===== src/rtl/jtbubl_romfetch_pkg.sv =====
// Shared types and width helpers for the graphics ROM fetch stage and its tag store.
package jtbubl_romfetch_pkg;

  typedef enum logic [1:0] {
    IDLE = 2'd0,
    REQ  = 2'd1,
    WAIT = 2'd2,
    FILL = 2'd3
  } fetch_state_t;

  // Replacement pointer width (PTR_W); a single entry still needs one bit.
  function automatic int ptr_w(input int entries);
    return (entries > 1) ? $clog2(entries) : 1;
  endfunction

  // A timeout of 0 disables the timer, but the counter still needs a bit.
  function automatic int cnt_w(input int timeout);
    return (timeout > 0) ? $clog2(timeout + 1) : 1;
  endfunction

endpackage


===== src/rtl/jtbubl_romfetch_tags.sv =====
// Fully-associative word cache: tag/valid/data arrays, lowest-index hit select,
// round-robin replacement pointer and a single write port.
module jtbubl_romfetch_tags
  import jtbubl_romfetch_pkg::*;
#(
  parameter int AW      = 18,
  parameter int DW      = 32,
  parameter int ENTRIES = 2
) (
  input  logic          rst,
  input  logic          clk,
  input  logic          flush,
  input  logic          we,
  input  logic [AW-1:0] wr_tag,
  input  logic [DW-1:0] wr_data,
  input  logic [AW-1:0] rd_tag,
  output logic          hit,
  output logic [DW-1:0] hit_data
);

  localparam int PW = ptr_w(ENTRIES);

  logic [ENTRIES-1:0] valid;
  logic [AW-1:0]      tag  [ENTRIES];
  logic [DW-1:0]      data [ENTRIES];
  logic [PW-1:0]      ptr;

  // A flush in the same cycle as a write leaves the entry invalid and the pointer put.
  always_ff @(posedge clk or posedge rst) begin
    if (rst) begin
      valid <= '0;
      ptr   <= '0;
      for (int i = 0; i < ENTRIES; i++) begin
        tag[i]  <= '0;
        data[i] <= '0;
      end
    end else begin
      if (we && !flush) begin
        tag[ptr]   <= wr_tag;
        data[ptr]  <= wr_data;
        valid[ptr] <= 1'b1;
        ptr        <= ptr + 1'b1;
      end
      if (flush) valid <= '0;
    end
  end

  // Scan downwards so the lowest matching index is the one left selected.
  always_comb begin
    hit      = 1'b0;
    hit_data = '0;
    for (int i = ENTRIES - 1; i >= 0; i--) begin
      if (valid[i] && tag[i] == rd_tag) begin
        hit      = 1'b1;
        hit_data = data[i];
      end
    end
  end

endmodule


===== src/rtl/jtbubl_gfx_romfetch.sv =====
// Graphics ROM fetch stage: serves video ROM reads from a small cache and
// refills misses from SDRAM with one outstanding request at a time.
//
//   state | meaning
//   IDLE  | no fetch in flight; a miss on rom_addr launches one
//   REQ   | sdram_req held until the controller acks
//   WAIT  | accepted, waiting for sdram_rdy or the timeout
//   FILL  | latched word written into the cache (unless discarded)
module jtbubl_gfx_romfetch
  import jtbubl_romfetch_pkg::*;
#(
  parameter int AW      = 18,
  parameter int DW      = 32,
  parameter int ENTRIES = 2,
  parameter int TIMEOUT = 255
) (
  input  logic          rst,
  input  logic          clk,
  input  logic          flush,
  input  logic          rom_cs,
  input  logic [AW-1:0] rom_addr,
  output logic [DW-1:0] rom_data,
  output logic          rom_ok,
  output logic [AW-1:0] sdram_addr,
  output logic          sdram_req,
  input  logic          sdram_ack,
  input  logic          sdram_rdy,
  input  logic [DW-1:0] sdram_data
);

  localparam int          CW     = cnt_w(TIMEOUT);
  localparam logic [CW:0] TO_LIM = (CW + 1)'(TIMEOUT);

  fetch_state_t  state, state_nxt;
  logic [CW-1:0] cnt, cnt_nxt;
  logic [CW:0]   cnt_inc;
  logic          timed_out;
  logic          discard, discard_nxt;
  logic          req_nxt;
  logic [AW-1:0] addr_nxt;
  logic [DW-1:0] fill_data, fill_data_nxt;
  logic          fill_we;
  logic          hit;
  logic [DW-1:0] hit_data;

  jtbubl_romfetch_tags #(
    .AW      (AW),
    .DW      (DW),
    .ENTRIES (ENTRIES)
  ) u_tags (
    .rst      (rst),
    .clk      (clk),
    .flush    (flush),
    .we       (fill_we),
    .wr_tag   (sdram_addr),
    .wr_data  (fill_data),
    .rd_tag   (rom_addr),
    .hit      (hit),
    .hit_data (hit_data)
  );

  assign rom_ok    = rom_cs & hit;
  assign rom_data  = rom_ok ? hit_data : '0;
  assign cnt_inc   = {1'b0, cnt} + 1'b1;
  assign timed_out = (TIMEOUT != 0) && (cnt_inc == TO_LIM);

  always_ff @(posedge clk or posedge rst) begin
    if (rst) begin
      state      <= IDLE;
      sdram_req  <= 1'b0;
      sdram_addr <= '0;
      cnt        <= '0;
      discard    <= 1'b0;
      fill_data  <= '0;
    end else begin
      state      <= state_nxt;
      sdram_req  <= req_nxt;
      sdram_addr <= addr_nxt;
      cnt        <= cnt_nxt;
      discard    <= discard_nxt;
      fill_data  <= fill_data_nxt;
    end
  end

  always_comb begin
    state_nxt     = state;
    req_nxt       = sdram_req;
    addr_nxt      = sdram_addr;
    cnt_nxt       = cnt;
    discard_nxt   = discard;
    fill_data_nxt = fill_data;
    fill_we       = 1'b0;
    case (state)
      IDLE: begin
        if (rom_cs && !hit) begin
          addr_nxt    = rom_addr;
          req_nxt     = 1'b1;
          discard_nxt = 1'b0;
          state_nxt   = REQ;
        end
      end
      REQ: begin
        if (sdram_ack) begin
          req_nxt   = 1'b0;
          cnt_nxt   = '0;
          state_nxt = WAIT;
        end
      end
      WAIT: begin
        if (sdram_rdy) begin
          fill_data_nxt = sdram_data;
          state_nxt     = FILL;
        end else begin
          if (!(&cnt)) cnt_nxt = cnt_inc[CW-1:0];
          if (timed_out) state_nxt = IDLE;
        end
      end
      FILL: begin
        fill_we   = !discard;
        state_nxt = IDLE;
      end
      default: state_nxt = IDLE;
    endcase
    // A word fetched across a flush may predate the new ROM contents.
    if (flush && (state == REQ || state == WAIT)) discard_nxt = 1'b1;
  end

endmodule


===== config.mk =====
export PLATFORM = sky130hd
export DESIGN_NAME = jtbubl_gfx_romfetch
export DESIGN_NICKNAME = d
export VERILOG_FILES = /design/src/rtl/jtbubl_romfetch_pkg.sv /design/src/rtl/jtbubl_romfetch_tags.sv /design/src/rtl/jtbubl_gfx_romfetch.sv
export SDC_FILE = /design/constraint.sdc
export NUM_CORES = 1
export LEC_CHECK = 0
export ABC_AREA = 0
export BUFFER_PORTS_ARGS = -buffer_cell sky130_fd_sc_hd__buf_2
export CAP_MARGIN = 20
export CORE_UTILIZATION = 47
export CTS_BUF_LIST = sky130_fd_sc_hd__clkbuf_4
export DETAILED_ROUTE_END_ITERATION = 6
export PLACE_DENSITY = 0.7
export RECOVER_POWER = 100
export SLEW_MARGIN = 10
export SYNTH_ARGS = -nofsm -noshare
export SYNTH_HDL_FRONTEND = slang
export SYNTH_HIERARCHICAL = 1
export SYNTH_SLANG_ARGS = --single-unit

===== constraint.sdc =====
create_clock -name clk -period 2.86 [get_ports clk]
set_input_delay 0.286 -clock clk [delete_from_list [all_inputs] [get_ports clk]]
set_output_delay 0.286 -clock clk [all_outputs]
set_load 0.1 [all_outputs]

* Word level (Yosys, flattened, before mapping)
Cells that the tools add are included.
** Operators by class
- Reductions and logical operators :: 24
- $lt $le $gt $ge :: 4
- Eq/ne operators :: 11
- Multiplexer cells :: 31
- Bitwise gates (word level) :: 3
- Add/subtract/negate cells :: 2
** Operators with widths (number)
- $mux 32 :: 4
- $bwmux 64 :: 1
- $bwmux 36 :: 1
- $eq 18x18->1 :: 2
- $demux 32 s1 :: 1
- $mux 8 :: 3
- $demux 18 s1 :: 1
- $mux 18 :: 1
- $pmux 8 s2 :: 1
- $mux 2 :: 6
- $reduce_bool 2->1 :: 5
- $add 8x1->9 const B :: 1
- $eq 9x8->1 const B :: 1
- $mux 1 :: 9
- $ne 2x2->1 const B :: 4
- $pmux 2 s4 :: 1
- $reduce_and 8->1 :: 1
- $logic_and 1x1->1 :: 7
- $reduce_and 2->1 :: 3
- $reduce_and 3->1 :: 2
- $eq 2x2->1 const B :: 2
- $reduce_and 4->1 :: 1
- $logic_not 1->1 :: 3
- $ne 3x3->1 const B :: 1
- 13 further kinds :: 13
** Word-level totals
- Register bits after elaboration :: 165
- Logic and storage cells :: 87
- Input port bits :: 56

* Depth between registers and ports, before layout
- Depth after elaboration :: 9
- Gate-level depth with buffers :: 10
- Gate-level depth less buffers :: 9

* By module
Netlist, hierarchy kept.
** Modules (own cells, without submodules)
- jtbubl_romfetch_tags :: cells an instance 345, seq. area each 2577.5 sq um, area each 4931.0 sq um, times used 1
- jtbubl_gfx_romfetch :: cells an instance 225, seq. area each 1551.5 sq um, area each 2827.7 sq um, times used 1

* Worst setup path before layout
No wires, ideal clock.
- Path kind :: register to output
- From :: register u_tags/tag[18] (netlist name)
- To :: output rom_data[10]
- Cell stages (with the launch flop) :: 9
- Setup slack :: 0.078 ns
- Arrival :: 2.496 ns
- Data required time :: 2.574 ns
- Path through :: dfrtp_1 > xnor2_1 > nand4_1 > nor4_2 > nand4_2 > buf_6 > nand2_1 > clkbuf_1 > and3_1
** On the way
- Cells in the longest elaborated chain, start to end :: 5
** Ends and longest elaborated chain
- start, declared :: line jtbubl_romfetch_tags.sv:24 : logic [AW-1:0] tag [ENTRIES];
- start signal, assigned by index :: line jtbubl_romfetch_tags.sv:39 : tag[ptr] <= wr_tag;
- $eq 18x18->1 :: line jtbubl_romfetch_tags.sv:53 : if (valid[i] && tag[i] == rd_tag) begin
- $logic_and 1x1->1 :: line jtbubl_romfetch_tags.sv:53
- $mux 1 :: line jtbubl_romfetch_tags.sv:53
- net hit :: line jtbubl_gfx_romfetch.sv:43 : logic hit;
- $and 1x1->1 :: line jtbubl_gfx_romfetch.sv:62 : assign rom_ok = rom_cs & hit;
- $mux 32 :: line jtbubl_gfx_romfetch.sv:63 : assign rom_data = rom_ok ? hit_data : '0;
- end, declared :: line jtbubl_gfx_romfetch.sv:22 : output logic [DW-1:0] rom_data,
The timed path passes the listed nets, and every way through them passes these cells.

* Final worst setup path
- From :: register u_tags/tag[30] (netlist name)
- To :: output rom_data[7]
** RTL lines
- $eq 18x18->1 :: line jtbubl_romfetch_tags.sv:53
- $logic_and 1x1->1 :: line jtbubl_romfetch_tags.sv:53
- $mux 32 :: line jtbubl_romfetch_tags.sv:53
- net hit_data[7] :: line jtbubl_gfx_romfetch.sv:44 : logic [DW-1:0] hit_data;
- $mux 32 :: line jtbubl_gfx_romfetch.sv:63
The timed path passes the listed nets, and every way through them passes these cells.

==> qor.yml <==
max_freq_ghz: 0.317
worst_slew_pin_slew_ns: 1.47
hpwl_um: 11500
synth_flop_cell: "dfrtp_1"
finalCritPeriodShare_pct: 110
vias: 5146
syn_area_mm2: 0.00776
fp-row-count: 46
ios: 108
avgViaCountPerCell: 5.29
relSlewSlack_pct: 2.13
grt_max_degree: 54
worstPathArrival_ns: 2.87
hold_ws_ns: 0.0627
critPathRequiredTime_ns: 2.57
die_h_um: 130
power_density_mw_per_mm2: 813
seq_area_frac_synth_pct: 53.2
yosysTopAreaCellShare_pct: 53.2
drt_first_pass_iters: 4
antenna_found_initial: 1
final_cell_mix: "dfrtp_1, mux2_2, buf_2"
wl_per_cell_um: 18.0
critPathKind: "reg -> out"
drcViolationCount: 0
skew_ns: 0.0148
postSynthRegisterBits: 165
cts_tree: "yes"
coreArea_mm2: 0.0160
cpMostUsedCell: "buf_12"
fillers: 1233
port_buffers: 107
drt_iter0_markers: 247
total_power_mw: 8.27
synth_edf_count: 0
clock_sinks: 165
cpMaxStageDelayCell: "dfrtp_1"
violations: "setup timing"
syn2layout_area_growth_pct: 31.1
run_status: "finished with violations"
final_nets: 805
ys_warn_count: 6
rsz0062_at_grt: "yes"
start_util_pct: 48.5
drv_cap: 0
gp_congestion: 0.781
synth_area_leaders: "dfrtp_1, mux2_2, mux2_4, and3_1, xnor2_1"
crit_chain: "xnor2_1 -> nand4_1 -> nor4_4 -> nand4_4 -> buf_12 -> buf_16 -> mux2_4 -> and3_4 -> buf_12"
whs_path_depth: 2
cp_top_family: "simple AND/OR/NAND/NOR gates"
crit_buf_inv: 3
p_leak_nw: 4.80
yosys.area.top_type: "dfrtp_1"
cts_buffer_depth: 2
setup_ws_ns: -0.298
routed_wl_um: 17500
synth-async-reset-ratio_pct: 100
drive_gt1_share_pct: 48.2
cp-end-kind: "output pin"
syn_nets: 632
crit_cells: 9
synth.avg_cell_area_um2: 13.6
layout_commonest_cell: "dfrtp_1"
grt_pass1_wl_um: 28700
synth_cells: 570
cts-htree-levels: 4
track_usage_pct: 22.5
drv_slew: 0
cp-start-kind: "flip-flop"
hold_path_class: "in -> reg"
path_clk_slew_ns: 0.14
yosysUniqueCellTypes: 41
antenna_left: 0
setup_violations: 33
grt_pass1_vias: 5552
path_max_fanout: 5
hold_violations: 0
rr_worst_depth: 11
die_area_mm2: 0.0170
vdd_drop_max_mv: 0.949
die_w_um: 130
clk_latency_ns: 0.55
grt-ovfl-total: 0
max_stage_delay_ns: 0.41
clockRootBuffer: "clkbuf_4"
cts_buffers: 17
fin_crit_ns: 3.16
==> path summary, 6_finish.rpt <==
check	slack, ns	to	start
worst max register to register	0.03	sdram_addr[14]	u_tags/tag[30]
worst min register to register	0.50	cnt[7]	cnt[7]
worst max-delay path	-0.30	rom_data[7]	u_tags/tag[30]
min in group asynchronous	0.55	u_tags/data[49]	rst
worst min-delay path	0.06	sdram_addr[4]	rom_addr[4]
max in group asynchronous	0.42	u_tags/tag[31]	rst
==> registers in the layout (all words and copies together) (netlist names) <==
| name | count |
|---|---|
| sdram_addr | 18 |
| u_tags/valid | 2 |
| u_tags/data | 64 |
| state | 2 |
| u_tags/ptr | 1 |
| sdram_req | 1 |
| cnt | 8 |
| fill_data | 32 |
| u_tags/tag | 36 |
| discard | 1 |
==> through the flow <==
step | setup TNS [ns] | area [µm²] | worst slack, ns | utilization (%) | instances
3_3_place_gp | 0 | 9150 | 0.0582 | 57.2 | 878
2_1_floorplan | 0 | 7760 | 0.0780 | - | 570
6_report | -9.05 | 10200 | -0.298 | 63.6 | 972
5_1_grt | -18.23 | 10200 | -0.469 | 63.6 | 972
3_5_place_dp | -0.0320 | 9150 | -0.0159 | 57.2 | 878
4_1_cts | -11.86 | 10300 | -0.375 | 64.2 | 970
==> synthesized netlist by cell type (2+ instances only) <==
master,instances
nor4_2,2
mux2_4,29
and3_1,66
buf_6,4
a31oi_1,2
dfrtp_1,165
nor2_1,8
ha_1,6
o21ai_0,2
buf_2,5
nand2b_1,4
a21oi_1,7
xor2_1,4
mux2_2,153
nand4_1,9
clkbuf_1,21
nand3b_1,2
nand2_1,7
inv_1,7
xnor2_1,35
nand3_1,2
o21ai_1,9
nor2b_1,3
==> worst reg2reg max path: stages (launching register included) <==
cell      delay (ns)
dfrtp_1         0.41
xnor2_1         0.16
nand4_1         0.20
nor4_4          0.41
nand4_4         0.18
buf_6           0.19
nand2_2         0.10
buf_8           0.16
buf_4           0.13
nand3b_1        0.09
buf_4           0.31
mux2_2          0.39
==> repair_timing <==
action | CTS | global route
hold endpoints to repair | 107 | 0
endpoints found under the setup margin | 33 | 33
buffers inserted | 7 | 1
gates resized for setup | 41 | 6
pin swaps | 4 | 2
cloned | 3 | 0
hold buffers | 51 | 0
==> logic make-up (layout without fill, tap and decap cells) <==
group | Yosys count | in the layout | synth area share [%]
adder cells (fa/ha/maj) | 6 | 6 | 0.968
flip-flops | 165 | 165 | 53.2
other | 0 | 1 | 0
AND/OR/NAND/NOR | 109 | 109 | 8.66
buffers and inverters | 39 | 224 | 2.35
XOR/XNOR | 39 | 39 | 4.40
AO/OA/AOI/OAI | 29 | 29 | 2.45
multiplexers | 183 | 183 | 27.9
==> per-layer routing <==
layer	track usage (%)	share of wire (%)	up-vias
li1	-	-	2384
met1	27.7	43	2635
met2	40.0	53	119
met3	5.09	4.1	8
met4	5.41	0.75	0
met5	0	0	-
==> report_power, final <==
part	leakage, nW	internal (mW)	switching (mW)
registers	2.11	3.26	0.656
logic	2.54	1.17	1.84
clock network	0.150	0.527	0.822
==> layout make-up <==
| cell class | instances | area (µm²) | share of cell area, % |
|---|---|---|---|
| flip-flops and latches | 165 | 4130 | 40.6 |
| multi-input cells | 366 | 3630 | 35.7 |
| repair buffers | 185 | 1830 | 18.0 |
| well taps | 216 | 270 | 2.66 |
| clock inverters | 14 | 151 | 1.49 |
| clock buffers | 17 | 128 | 1.25 |
| inverters | 8 | 31.3 | 0.307 |
| diodes | 1 | 2.50 | 0.0246 |
Note: power is estimated with default switching activity, not from simulation.
